===== config.mk =====
export PLATFORM = sky130hd
export DESIGN_NAME = if_stage
export DESIGN_NICKNAME = d
export VERILOG_FILES = /design/src/rtl/rv_pkg.sv /design/src/rtl/if_skid_buf.sv /design/src/rtl/if_stage.sv
export SDC_FILE = /design/constraint.sdc
export NUM_CORES = 1
export LEC_CHECK = 0
export ABC_CLOCK_PERIOD_IN_PS = 8650
export CAP_MARGIN = 5
export CORE_MARGIN = 2
export CORE_UTILIZATION = 35
export DETAILED_ROUTE_END_ITERATION = 10
export SYNTH_ARGS = -nofsm -noshare
export SYNTH_HDL_FRONTEND = slang
export SYNTH_SLANG_ARGS = --single-unit

===== constraint.sdc =====
create_clock -name clk -period 8.65 [get_ports clk]
set_input_delay 0.865 -clock clk [delete_from_list [all_inputs] [get_ports clk]]
set_output_delay 0.865 -clock clk [all_outputs]
set_load 0.01 [all_outputs]

===== src/rtl/rv_pkg.sv =====
// Shared definitions for the fetch front end: data width, the bubble instruction,
// the fetch FSM state type and the {pc, ins} packet carried from memory to decode.
package rv_pkg;

    localparam int XLEN = 32;

    // addi x0, x0, 0
    localparam logic [XLEN-1:0] NOP_INS = 32'h0000_0013;

    typedef enum logic [1:0] {
        REQ,
        WAIT,
        DROP
    } fetch_state_t;

    typedef struct packed {
        logic [XLEN-1:0] pc;
        logic [XLEN-1:0] ins;
    } fetch_pkt_t;

endpackage


===== src/rtl/if_skid_buf.sv =====
// One-entry holding buffer for a fetched packet that arrives while decode is stalled.
module if_skid_buf
    import rv_pkg::*;
(
    input  logic       clk,
    input  logic       rst,
    input  logic       push,
    input  logic       pop,
    input  logic       flush,
    input  fetch_pkt_t push_pkt,
    output logic       full,
    output fetch_pkt_t pkt
);

    always_ff @(posedge clk) begin
        if (rst || flush) begin
            full <= 1'b0;
        end else if (push) begin
            full <= 1'b1;
        end else if (pop) begin
            full <= 1'b0;
        end
    end

    always_ff @(posedge clk) begin
        if (push) begin
            pkt <= push_pkt;
        end
    end

    // The fetch FSM stops requesting while this entry is occupied, so it can never overflow.
    a_no_overflow: assert property (@(posedge clk) disable iff (rst) !(push && full));

endmodule


===== src/rtl/if_stage.sv =====
// Instruction-fetch stage: PC register, single-outstanding fetch FSM, output register
// toward decode with a one-entry skid buffer, and flush/redirect from the branch unit.
module if_stage
    import rv_pkg::*;
#(
    parameter logic [XLEN-1:0] RESET_PC = 32'h0000_0000
) (
    input  logic            clk,
    input  logic            rst,
    output logic            imem_req,
    output logic [XLEN-1:0] imem_addr,
    input  logic            imem_gnt,
    input  logic            imem_rvalid,
    input  logic [XLEN-1:0] imem_rdata,
    input  logic            redirect_valid,
    input  logic [XLEN-1:0] redirect_pc,
    input  logic            id_ready,
    output logic            ins_valid,
    output logic [XLEN-1:0] ins_pc,
    output logic [XLEN-1:0] ins_code
);

    fetch_state_t    state;
    fetch_state_t    next_state;
    logic [XLEN-1:0] pc;
    logic [XLEN-1:0] req_pc;
    logic            issue;
    logic            resp;
    logic            transfer;
    logic            out_free;
    logic            skid_full;
    logic            skid_push;
    logic            skid_pop;
    fetch_pkt_t      skid_pkt;
    fetch_pkt_t      rsp_pkt;
    logic            orphan_rsp;

    assign issue     = imem_req && imem_gnt;
    assign resp      = (state == WAIT) && imem_rvalid && !redirect_valid;
    assign transfer  = ins_valid && id_ready && !redirect_valid;
    assign out_free  = !ins_valid || id_ready;
    assign skid_push = resp && !out_free;
    assign skid_pop  = transfer && skid_full;
    assign rsp_pkt   = '{pc: req_pc, ins: imem_rdata};

    always_ff @(posedge clk) begin
        if (rst) begin
            state <= REQ;
        end else begin
            state <= next_state;
        end
    end

    // A redirect goes to DROP only if some fetch will still be in flight after this edge.
    always_comb begin
        next_state = state;
        if (redirect_valid) begin
            if (issue || ((state != REQ) && !imem_rvalid)) begin
                next_state = DROP;
            end else begin
                next_state = REQ;
            end
        end else begin
            case (state)
                REQ:     if (issue) next_state = WAIT;
                WAIT:    if (imem_rvalid) next_state = REQ;
                DROP:    if (imem_rvalid) next_state = REQ;
                default: next_state = REQ;
            endcase
        end
    end

    always_comb begin
        imem_req  = !rst && (state == REQ) && !skid_full;
        imem_addr = pc;
    end

    always_ff @(posedge clk) begin
        if (rst) begin
            pc <= RESET_PC;
        end else if (redirect_valid) begin
            pc <= redirect_pc & ~XLEN'(3);
        end else if (issue) begin
            pc <= pc + XLEN'(4);
        end
    end

    always_ff @(posedge clk) begin
        if (issue) begin
            req_pc <= pc;
        end
    end

    // Output register: new response when free/draining, else refill from the skid entry.
    always_ff @(posedge clk) begin
        if (rst) begin
            ins_valid <= 1'b0;
            ins_pc    <= '0;
            ins_code  <= NOP_INS;
        end else if (redirect_valid) begin
            ins_valid <= 1'b0;
            ins_code  <= NOP_INS;
        end else if (resp && out_free) begin
            ins_valid <= 1'b1;
            ins_pc    <= rsp_pkt.pc;
            ins_code  <= rsp_pkt.ins;
        end else if (skid_pop) begin
            ins_valid <= 1'b1;
            ins_pc    <= skid_pkt.pc;
            ins_code  <= skid_pkt.ins;
        end else if (transfer) begin
            ins_valid <= 1'b0;
            ins_code  <= NOP_INS;
        end
    end

    if_skid_buf u_skid (
        .clk      (clk),
        .rst      (rst),
        .push     (skid_push),
        .pop      (skid_pop),
        .flush    (redirect_valid),
        .push_pkt (rsp_pkt),
        .full     (skid_full),
        .pkt      (skid_pkt)
    );

    // Remembers a fetch abandoned by reset so its late response is not flagged as a protocol error.
    always_ff @(posedge clk) begin
        if (rst) begin
            orphan_rsp <= orphan_rsp || (state != REQ);
        end else if (imem_rvalid) begin
            orphan_rsp <= 1'b0;
        end
    end

    a_addr_aligned: assert property (@(posedge clk) disable iff (rst)
        imem_addr[1:0] == 2'b00);

    a_out_stable: assert property (@(posedge clk) disable iff (rst)
        (ins_valid && !id_ready && !redirect_valid) |=> ($stable(ins_pc) && $stable(ins_code)));

    a_one_outstanding: assert property (@(posedge clk) disable iff (rst)
        (state != REQ) |-> !imem_req);

    a_no_stray_rvalid: assert property (@(posedge clk) disable iff (rst)
        imem_rvalid |-> ((state != REQ) || orphan_rsp));

endmodule


After elaboration in Yosys (flattened, before gate mapping)
Cells that the tools add are included.
Widths: inputs -> output; s select.
{"block": "op_classes", "addsub": 1, "eq_ne": 4, "muxes": 17, "bitwise_logic": 1, "n_reduce_logical": 30}
{"op": "$mux 32", "n": 7}
{"op": "$add 32x3->32 const B", "n": 1}
{"op": "$logic_and 1x1->1", "n": 11}
{"op": "$mux 2", "n": 4}
{"op": "$reduce_bool 2->1", "n": 4}
{"op": "$logic_not 1->1", "n": 6}
{"op": "$mux 1", "n": 5}
{"op": "$pmux 2 s2", "n": 1}
{"op": "$reduce_and 2->1", "n": 2}
{"op": "$reduce_or 2->1", "n": 2}
{"op": "$logic_or 1x1->1", "n": 3}
{"op": "$ne 3x1->1 const B", "n": 1}
{"op": "$ne 3x3->1 const B", "n": 1}
{"op": "$reduce_bool 3->1", "n": 1}
{"op": "$eq 2x1->1 const B", "n": 1}
{"op": "$eq 2x2->1 const B", "n": 1}
{"op": "$logic_not 2->1", "n": 1}
{"op": "$not 1->1", "n": 1}
{"block": "word_totals", "reg_bits": 196, "wordCells": 63}

Logic depth before layout (Yosys ltp)
Gate-level depths: netlist (run 1).
{"block": "depth", "depth_word": 7, "mapped_depth": 9, "depth_no_buf": 7}

Modules after synthesis
Synthesis (run 1) repeated with hierarchy kept, for this count alone.
{"block": "hier_totals", "hier_cells": 723, "area_unflattened_um2": 7801.2}
{"module": "if_stage", "n_inst": 1, "cells_per_inst": 655, "area_each_um2": 5834.3, "seq_area_each_um2": 2842.7}
{"module": "if_skid_buf", "n_inst": 1, "cells_per_inst": 68, "area_each_um2": 1966.9, "seq_area_each_um2": 1941.9}

Least setup slack after synthesis (run 1)
Ideal clock, no wire load.
{"block": "synth_timing", "kind": "input -> register", "startpoint": "input redirect_valid", "endpoint": "register u_skid.pkt[0] in the netlist's numbering, enable pin", "setup_ps": 491, "arrival_ps": 3898, "slack_ps": 4261, "path_stages": 2, "path_cell_list": "and3b_1 nor2b_1"}
{"block": "synth_between", "elab_chain_cells": 3}
{"item": "start, declared", "line_no": "if_stage.sv:15", "text": "input logic redirect_valid,"}
{"item": "$logic_not 1->1", "line_no": "if_stage.sv:39", "text": "assign resp = (state == WAIT) && imem_rvalid && !redirect_valid;"}
{"item": "$logic_and 1x1->1", "line_no": "if_stage.sv:39"}
{"item": "$logic_and 1x1->1", "line_no": "if_stage.sv:42", "text": "assign skid_push = resp && !out_free;"}
{"item": "named net skid_push", "line_no": "if_stage.sv:32", "text": "logic skid_push;"}
{"item": "end signal, assigned", "line_no": "if_skid_buf.sv:27", "text": "pkt <= push_pkt;"}
{"item": "end, declared", "line_no": "if_skid_buf.sv:12", "text": "output fetch_pkt_t pkt"}
The timed path passes the listed nets, and every way through them passes these cells.
A chain may end at the register's enable or synchronous reset.

Final worst setup path (run 1)
{"block": "layout_timing", "startpoint": "input rst", "endpoint": "register pc[29] (netlist: imem_addr[29])"}
{"block": "layout_between", "elab_chain_cells": 5}
{"item": "start, declared", "line_no": "if_stage.sv:9", "text": "input logic rst,"}
{"item": "$logic_not 1->1", "line_no": "if_stage.sv:74", "text": "imem_req = !rst && (state == REQ) && !skid_full;"}
{"item": "$logic_and 1x1->1 (2 in a row)", "line_no": "if_stage.sv:74"}
{"item": "$logic_and 1x1->1", "line_no": "if_stage.sv:38", "text": "assign issue = imem_req && imem_gnt;"}
{"item": "$reduce_bool 2->1 (no source line)"}
{"item": "end signal, assigned", "line_no": "if_stage.sv:82", "text": "pc <= redirect_pc & ~XLEN'(3);"}
{"item": "end signal, assigned", "line_no": "if_stage.sv:84", "text": "pc <= pc + XLEN'(4);"}
{"item": "end, declared", "line_no": "if_stage.sv:25", "text": "logic [XLEN-1:0] pc;"}
Several ways; a longest one is shown, not always the timed one.

==> run metrics, run 1 <==
Hold/Removal Path Class=reg -> reg; initial antenna violation count=0; antenna viol nets, final=0; reg-to-reg slack, setup=5.72 ns; LEAKAGE=3.35 nW; Main synth FF type=dfxtp_1; largest cells by area after synthesis=edfxtp_1 (36%), dfxtp_1 (25%), a311oi_1 (4.4%), nor2_1 (4.1%), a211oi_1 (3.5%); Layout Nets=927; worst skew pair latency=0.43 ns; fin cells=1147; CTS HTree Levels=4; DIE AREA=23200 um2; first-pass GRT wire length=33400 um; clk slew on worst S/H paths=0.07 ns; Initial Util=35.4%; cts repair resizes=0; Setup-failing EPs final=0; row cnt=54; Root Driver=clkbuf_16; final worst-path setup slack=5.36 ns; pre-CTS setup slack=4.85 ns; Post-synth EDFFs=92; Max Clk Rate=0.304 GHz; hold endpoint=u_skid.pkt[58]; Die Ht=152 um; CTS Buf Count=17; hold path start=req_pc[26]; setup bufs post-CTS=0; hold buffer count at cts=0; Crit path max-delay family=simple AND/OR/NAND/NOR gates; Slowest-stage cell, CP=nand4bb_1; #FFs+latches synth=188; Worst IR Drop VDD=0.131 mV; Final Critical Period=3.29 ns; placed cell area=9500 um2; post-synthesis cell type count=49; worst r2r path cells=7; Cell Count Post-Placement=1115; DRC viols=0; fin crit share=38.1%; Yosys Warn Count=0; I/O Buffers=161; fillcell total=2021; Buffers & Inverters on Critical Path=3; Finished Cell Area=10100 um2; Seq/Total Area, Yosys=60.7%; layout cells sized above 1=5.88%; Syn-to-layout area delta=30.6%; largest area contributor in the netlist=edfxtp_1; worst-path cell chain=buf_2, buf_4, nand4bb_1, inv_6, nand4_4, or4_1, and3_1; Worst setup EP type=flop; slowest stage delay, CP=0.71 ns; largest net degree at the start of global routing=91; vias in the first global route=5731; DP Wirelength=13100 um; max cap viols=0; post-synthesis cell area=7710 um2; Routed wire per std cell=18.5 um; most common cell after layout, fill and taps aside=clkdlybuf4s50_1; Worst Clk Skew=0.0120 ns; vias=6139; total negative slack=0 ns; die extent in x=152 um; Iter 0 DRT Violations=511; Hold Path Depth=0; I/O Pins=168; CTS tree=done; startpoint types=primary input; CTS Sinks=188; GRT Resource Usage Total=18.0%; Longest Clk Path Bufs=2; Worst-Margin Slew=1.04 ns; r2r endpoint=imem_addr[29]; Overflow after GRT=0; Worst slew margin=30.8%; Power Dens Cells=185 nW/um2; via-per-instance ratio=5.35; required time of the critical path=8.97 ns; worst path arrival time=3.62 ns; routability cong.=0.789; outcome=completed; antenna diode count=0; Final Max Slew Viols=0; RSZ-0062 raised after global routing=false; r2r startpoint=state[0]; final hold violations=0; commonest non-fill, non-tap cells in the layout=clkdlybuf4s50_1 (160), dfxtp_1 (95), edfxtp_1 (92), nor2_1 (84), nand2_1 (51); ys async rst share=0%; Util after Layout=46.3%; 1st-pass router iterations=5; WS Path Type=in -> reg; Avg Cell Area, Syn=10.7 um2; share of the synthesized area in the top cell type=35.8%; crit-path max FO=60; Routed WL=21200 um; core area=21800 um2; Post-Syn Instances=724
-- flip-flops by register name, summed over array words and instances (netlist names) --
register,count
u_skid.pkt,62
ins_code,32
imem_addr,30
ins_pc,30
req_pc,30
state,2
ins_valid,1
u_skid.full,1
-- logic make-up after synthesis --
family                   count (synthesis)  share of synthesized area [%]
AND/OR/NAND/NOR                        292                           19.1
flip-flops                             188                           60.7
AO/OA/AOI/OAI                          160                           14.6
buffers and inverters                   71                           4.04
XOR/XNOR                                 9                           1.02
adder cells (fa/ha/maj)                  3                          0.487
other                                    1                         0.0486
-- power breakdown --
group	internal [W]	switching [W]
clock	0.000390	0.000366
combinational	0.0000661	0.0000600
sequential	0.000955	0.0000269
total	0.00141	0.000453
-- synth_stat cells (all sizes together), types with 3 or more instances --
master,instances
and2,5
edfxtp,92
o21ai,44
nor2,85
a21oi,12
o311ai,5
nor3b,4
o31ai,3
nand2,52
dfxtp,96
or3,9
nand3,45
and3,12
o211ai,10
buf,12
nor3,36
a211oi,36
a311oi,39
and4,7
xor2,7
or4,6
ha,3
nand4,15
clkbuf,51
inv,8
-- through the flow --
stage               hold slack (ns)  power (W)
floorplan                     0.427    0.00105
global placement              0.431    0.00113
detailed placement            0.434    0.00113
CTS                           0.448    0.00188
global route                  0.458    0.00193
finish                        0.450    0.00186
-- worst max-delay path by stage --
stage | start | end | slack, ns | cells after the start
finish | rst | imem_addr[29] | 5.36 | 7
global route | rst | imem_addr[29] | 5.19 | 7
CTS | rst | imem_addr[29] | 5.31 | 7
detailed placement | rst | imem_addr[29] | 4.85 | 7
global placement | rst | imem_addr[29] | 4.86 | 7
floorplan | redirect_valid | u_skid.pkt[0] | 4.26 | 2
-- area by class of cell --
cell class                      instances  area [um2]  share of cell area [%]
Clock buffer                           19         443                    4.40
Clock inverter                         13         126                    1.25
Inverter                                8        35.0                   0.348
Multi-Input combinational cell        468        2750                    27.3
Sequential cell                       188        4690                    46.5
Tap cell                              280         350                    3.48
Timing Repair Buffer                  171        1680                    16.7
-- routing by layer --
layer	up-vias	share of wire, %	GRT usage (%)
met4	0	0.99	4.06
li1	2994	-	-
met5	-	0	0
met1	2953	48	25.8
met3	15	4.7	3.47
met2	177	47	28.4
Note: power is estimated with default switching activity, not from simulation.
==> run 2, diff against run 1 <==
--- a/config.mk
+++ b/config.mk
@@ -5,7 +5,7 @@
 export SDC_FILE = /design/constraint.sdc
 export NUM_CORES = 1
 export LEC_CHECK = 0
-export ABC_CLOCK_PERIOD_IN_PS = 8650
+export ABC_CLOCK_PERIOD_IN_PS = 2680
 export CAP_MARGIN = 5
 export CORE_MARGIN = 2
 export CORE_UTILIZATION = 35
==> constraint.sdc (replaced) <==
create_clock -name clk -period 2.68 [get_ports clk]
set_input_delay 0.268 -clock clk [delete_from_list [all_inputs] [get_ports clk]]
set_output_delay 0.268 -clock clk [all_outputs]
set_load 0.01 [all_outputs]
==> run 2 against run 1 <==
Design area up 2.2%. Register-to-register slack worse by 5.2 ns. Largest cell class unchanged. Via count up 1.9%. Non-clock buffer count up 18. Wire length up 1.5%. Final cell count up 1.6%. Sequential cell count unchanged. Core utilization up 1.0 points. Clock-buffer cell count unchanged. Clock skew about the same. Sequential power rose to 3.2 times the previous value.
==> run metrics, run 2 (synthesized netlist as in run 1, its figures left out) <==
outcome=completed; worst path arrival time=2.51 ns (-1.11 ns); Root Driver=clkbuf_16; WHS=0.405 ns (-0.0449 ns); CTS tree=done; Finished Cell Area=10300 um2 (+2.2%); 1st-pass router iterations=5 (unchanged); largest registers=u_skid.pkt: 62 flops, ins_code: 32 flops; DRC viols=0 (unchanged); cts repair resizes=0 (unchanged); fillcell total=1992 (-1.4%); commonest non-fill, non-tap cells in the layout=clkdlybuf4s50_1 (160), dfxtp_1 (95), edfxtp_1 (92), nor2_1 (84), nand2_1 (51); Final Critical Period=2.18 ns; Power Dens Cells=601 nW/um2 (+220%); Hold/Removal Path Class=in -> reg; Largest register FFs=62 (unchanged); layout cells sized above 1=7.91% (+2.0 points); routability cong.=0.845 (+7.2%); DIE AREA=23200 um2 (unchanged); final hold violations=0 (unchanged); Worst IR Drop VDD=0.359 mV (+170%); Worst slew margin=61.0% (+30 points); first-pass GRT wire length=34000 um (+1.7%); row cnt=54 (unchanged); Longest Clk Path Bufs=2 (unchanged); total negative slack=0 ns (unchanged); Most flops, register=u_skid.pkt; max cap viols=0 (unchanged); largest net degree at the start of global routing=49 (-46%); antenna diode count=0 (unchanged); die extent in x=152 um (unchanged); Util after Layout=47.3% (+1.0 points); LEAKAGE=3.48 nW (+4.0%); Initial Util=35.4% (unchanged); startpoint types=flop; Routed wire per std cell=18.5 um (-0.11%); Worst setup EP type=flop; Setup-failing EPs final=0 (unchanged); CTS HTree Levels=4 (unchanged); via-per-instance ratio=5.37 (+0.33%); I/O Pins=168 (unchanged); most common cell after layout, fill and taps aside=clkdlybuf4s50_1; Iter 0 DRT Violations=594 (+16%); setup bufs post-CTS=0 (unchanged); required time of the critical path=3.02 ns (-5.95 ns); Routed WL=21500 um (+1.5%); Syn-to-layout area delta=33.4%; I/O Buffers=161 (unchanged); fin crit share=81.2%; Layout Nets=945 (+1.9%); antenna viol nets, final=0 (unchanged); Overflow after GRT=0 (unchanged); clk slew on worst S/H paths=0.08 ns (about the same); DP Wirelength=14000 um (+6.8%); Max Clk Rate=0.459 GHz; placed cell area=9670 um2 (+1.8%); CTS Buf Count=17 (unchanged); Worst Clk Skew=0.0118 ns (-0.000240 ns); hold buffer count at cts=0 (unchanged); crit-path max FO=16 (-73%); GRT Resource Usage Total=18.4% (+0.36 points); Final Max Slew Viols=0 (unchanged); Worst-Margin Slew=0.586 ns (-0.452 ns); RSZ-0062 raised after global routing=false; core area=21800 um2 (unchanged); vias=6256 (+1.9%); WS Path Type=reg -> reg; initial antenna violation count=0 (unchanged); Die Ht=152 um (unchanged); worst skew pair latency=0.43 ns (about the same); CTS Sinks=188 (unchanged); vias in the first global route=5979 (+4.3%)
-- run 2: cell types whose count changed in the layout (fill, tap and decap cells not counted), moves of 2 or more --
cell | before | now
buf_4 | 10 | 25
buf_12 | 0 | 3
clkbuf_16 | 17 | 19
clkinv_4 | 3 | 1
clkinv_8 | 1 | 3
clkinvlp_4 | 2 | 0
-- run 2: layout make-up --
class	count	area, um2	area share [%]
clock buffers	19	475	4.62
flip-flops and latches	188	4690	45.5
multi-input cells	468	2750	26.7
repair buffers	189	1850	18.0
inverters	8	35.0	0.340
well taps	280	350	3.40
clock inverters	13	141	1.37
-- run 2: per-stage QoR --
stage | power [W] | setup WS (ns) | instances
6_report | 0.00619 | 0.503 | 1165
5_1_grt | 0.00639 | 0.335 | 1165
4_1_cts | 0.00623 | 0.512 | 1165
3_5_place_dp | 0.00366 | 0.389 | 1133
3_3_place_gp | 0.00365 | 0.395 | 1133
2_1_floorplan | 0.00338 | 0.603 | 727
-- run 2: path summary, 6_finish.rpt --
kind | start | end | slack [ns] | depth (start not counted)
setup / recovery | state[0] | imem_addr[20] | 0.50 | 7
hold / removal | redirect_pc[5] | imem_addr[5] | 0.41 | 3
setup reg to reg | state[0] | imem_addr[20] | 0.50 | 7
hold reg to reg | req_pc[19] | u_skid.pkt[51] | 0.45 | 0
-- run 2: routing by layer --
layer / up-vias / share of wire [%] / global-route usage [%]
li1: 3021 / - / -
met1: 3034 / 48 / 26.3
met2: 177 / 46 / 28.1
met3: 24 / 4.4 / 3.56
met4: 0 / 2.0 / 6.17
met5: - / 0 / 0
-- run 2: worst max-delay path, cell delays in order, from the launching register on --
cell and delay [ns]:
dfxtp_1 0.31, inv_1 0.07, ha_1 0.24, nand4bb_1 0.30, inv_6 0.25, nand4_1 0.19
or4_1 0.44, a311oi_1 0.28
-- run 2: report_power, final --
group	switching [W]	internal [W]
Combinational	0.000205	0.000226
Sequential	0.0000812	0.00308
Clock	0.00123	0.00136
==> run 3, diff against run 2 <==
--- a/config.mk
+++ b/config.mk
@@ -5,7 +5,7 @@
 export SDC_FILE = /design/constraint.sdc
 export NUM_CORES = 1
 export LEC_CHECK = 0
-export ABC_CLOCK_PERIOD_IN_PS = 2680
+export ABC_CLOCK_PERIOD_IN_PS = 2100
 export CAP_MARGIN = 5
 export CORE_MARGIN = 2
 export CORE_UTILIZATION = 35
==> constraint.sdc (replaced) <==
create_clock -name clk -period 2.1 [get_ports clk]
set_input_delay 0.21 -clock clk [delete_from_list [all_inputs] [get_ports clk]]
set_output_delay 0.21 -clock clk [all_outputs]
set_load 0.01 [all_outputs]
==> run 3 against run 2 <==
Non-clock buffer count rose by 27. Worst setup slack lost 0.33 ns. Clock-buffer cell count shrank 1. Power up 28%. Register-to-register slack got worse by 0.33 ns. Design area increased by 2.7%. Worst hold slack worse by 0.18 ns. Critical path depth grew 1. Global-route usage up 0.28 points. First-iteration DRC count down 12%. Critical path type unchanged. Largest cell class unchanged.
==> run metrics, run 3 (synthesized netlist as in run 1, its figures left out) <==
DRC viols=0 (unchanged); DIE AREA=23200 um2 (unchanged); Worst-Margin Slew=0.704 ns (+0.119 ns); Crit path max-delay family=simple AND/OR/NAND/NOR gates; placed cell area=9960 um2 (+3.0%); CTS HTree Levels=4 (unchanged); vias=6274 (+0.29%); Overflow after GRT=0 (unchanged); Iter 0 DRT Violations=522 (-12%); Largest register FFs=62 (unchanged); largest net degree at the start of global routing=59 (+20%); Finished Cell Area=10600 um2 (+2.7%); LEAKAGE=3.63 nW (+4.3%); max cap viols=0 (unchanged); worst skew pair latency=0.44 ns (about the same); Syn-to-layout area delta=37.0%; layout cells sized above 1=10.6% (+2.7 points); via-per-instance ratio=5.26 (-2.0%); CTS Buf Count=17 (unchanged); GRT Resource Usage Total=18.6% (+0.28 points); outcome=completed; Layout Nets=972 (+2.9%); die extent in x=152 um (unchanged); Final Max Slew Viols=0 (unchanged); initial antenna violation count=0 (unchanged); most common cell after layout, fill and taps aside=clkdlybuf4s50_1; Worst IR Drop VDD=0.485 mV (+35%); DP Wirelength=14300 um (+2.0%); I/O Buffers=161 (unchanged); worst path arrival time=2.27 ns (-0.24 ns); Routed WL=21500 um (about the same); 1st-pass router iterations=5 (unchanged); Hold/Removal Path Class=in -> reg; crit-path max FO=9 (-7); clk slew on worst S/H paths=0.07 ns (about the same); fin crit share=91.7% (+10 points); routability cong.=0.824 (-2.5%); CTS tree=done; RSZ-0062 raised after global routing=false; vias in the first global route=6151 (+2.9%); largest registers=u_skid.pkt: 62 flops, ins_code: 32 flops; required time of the critical path=2.45 ns (-0.57 ns); Buffers & Inverters on Critical Path=3 (+1); CTS Sinks=188 (unchanged); slowest stage delay, CP=0.30 ns (-0.14 ns); Initial Util=35.4% (unchanged); hold buffer count at cts=0 (unchanged); Die Ht=152 um (unchanged); Routed wire per std cell=18.0 um (-2.3%); Worst setup EP type=flop; antenna viol nets, final=0 (unchanged); Most flops, register=u_skid.pkt; WHS=0.227 ns (-0.178 ns); worst-path cell chain=inv_1, ha_1, nand4bb_1, inv_6, nand4_4, buf_4, or3_1, a311oi_1; row cnt=54 (unchanged); final hold violations=0 (unchanged); Slowest-stage cell, CP=dfxtp_1; startpoint types=flop; Worst slew margin=53.0% (-7.9 points); Final Critical Period=1.93 ns (-0.252 ns); total negative slack=0 ns (unchanged); setup bufs post-CTS=0 (unchanged); antenna diode count=0 (unchanged); first-pass GRT wire length=34500 um (+1.4%); Root Driver=clkbuf_16; Max Clk Rate=0.519 GHz (+13%); core area=21800 um2 (unchanged); Worst Clk Skew=0.0138 ns (+0.00203 ns); I/O Pins=168 (unchanged); Setup-failing EPs final=0 (unchanged); WS Path Type=reg -> reg; commonest non-fill, non-tap cells in the layout=clkdlybuf4s50_1 (159), dfxtp_1 (95), edfxtp_1 (92), nor2_1 (84), nand2_1 (51); Longest Clk Path Bufs=2 (unchanged); Power Dens Cells=747 nW/um2 (+24%)
==> run 3: cell count changes in the layout (fill, tap and decap cells not counted), sizes merged <==
cell,delta
clkinvlp,+1
clkinv,-1
clkdlybuf4s50,-1
buf,+27
bufinv,+1
dlygate4sd2,+1
clkbuf,-1
==> run 3: repair_timing <==
action / in CTS / in global routing
cloned: 0 / 0
endpoints found under the setup margin: 1 / 1
gates resized for setup: 1 / 1
==> run 3: per-stage QoR <==
step	util [%]	total power, W	setup slack (ns)	instances
floorplan	-	0.00431	0.0235	727
global placement	45.8	0.00471	0.0389	1160
detailed placement	45.8	0.00471	0.0158	1160
CTS	48.6	0.00796	0.113	1192
global route	48.6	0.00816	0.00155	1192
finish	48.6	0.00789	0.175	1192
==> run 3: area by class of cell <==
type,instances,area [um2]
well taps,280,350
repair buffers,216,2140
flip-flops and latches,188,4690
multi-input cells,468,2750
fillers,1967,11200
clock inverters,14,173
clock buffers,18,429
inverters,8,35.0
==> run 3: path summary, 6_finish.rpt <==
path	start	end	slack (ns)	cells past startpoint
worst max register to register	state[1]	imem_addr[13]	0.17	8
worst min register to register	req_pc[15]	u_skid.pkt[47]	0.45	0
worst min-delay path	rst	u_skid.full	0.23	3
worst max-delay path	state[1]	imem_addr[13]	0.17	8
==> run 3: power by group <==
part           internal [W]  leakage (nW)  total (W)  switching (W)
combinational      0.000326          1.72   0.000625       0.000298
sequential          0.00393          1.62    0.00401      0.0000721
clock               0.00171         0.291    0.00326        0.00155
total               0.00597          3.63    0.00789        0.00192
==> run 3: metal layers <==
| metal | track usage, % | up-vias | share of wire (%) |
|---|---|---|---|
| li1 | - | 3075 | - |
| met5 | 0 | - | 0 |
| met2 | 29.5 | 202 | 46 |
| met3 | 3.75 | 29 | 5.5 |
| met4 | 6.35 | 0 | 2.1 |
| met1 | 25.7 | 2968 | 46 |
==> run 3: worst reg2reg max path, cell delays in order (launching register included) <==
cell       delay, ns
dfxtp_1         0.30
inv_1           0.08
ha_1            0.17
nand4bb_1       0.22
inv_6           0.16
nand4_4         0.17
buf_4           0.20
or3_1           0.30
a311oi_1        0.24
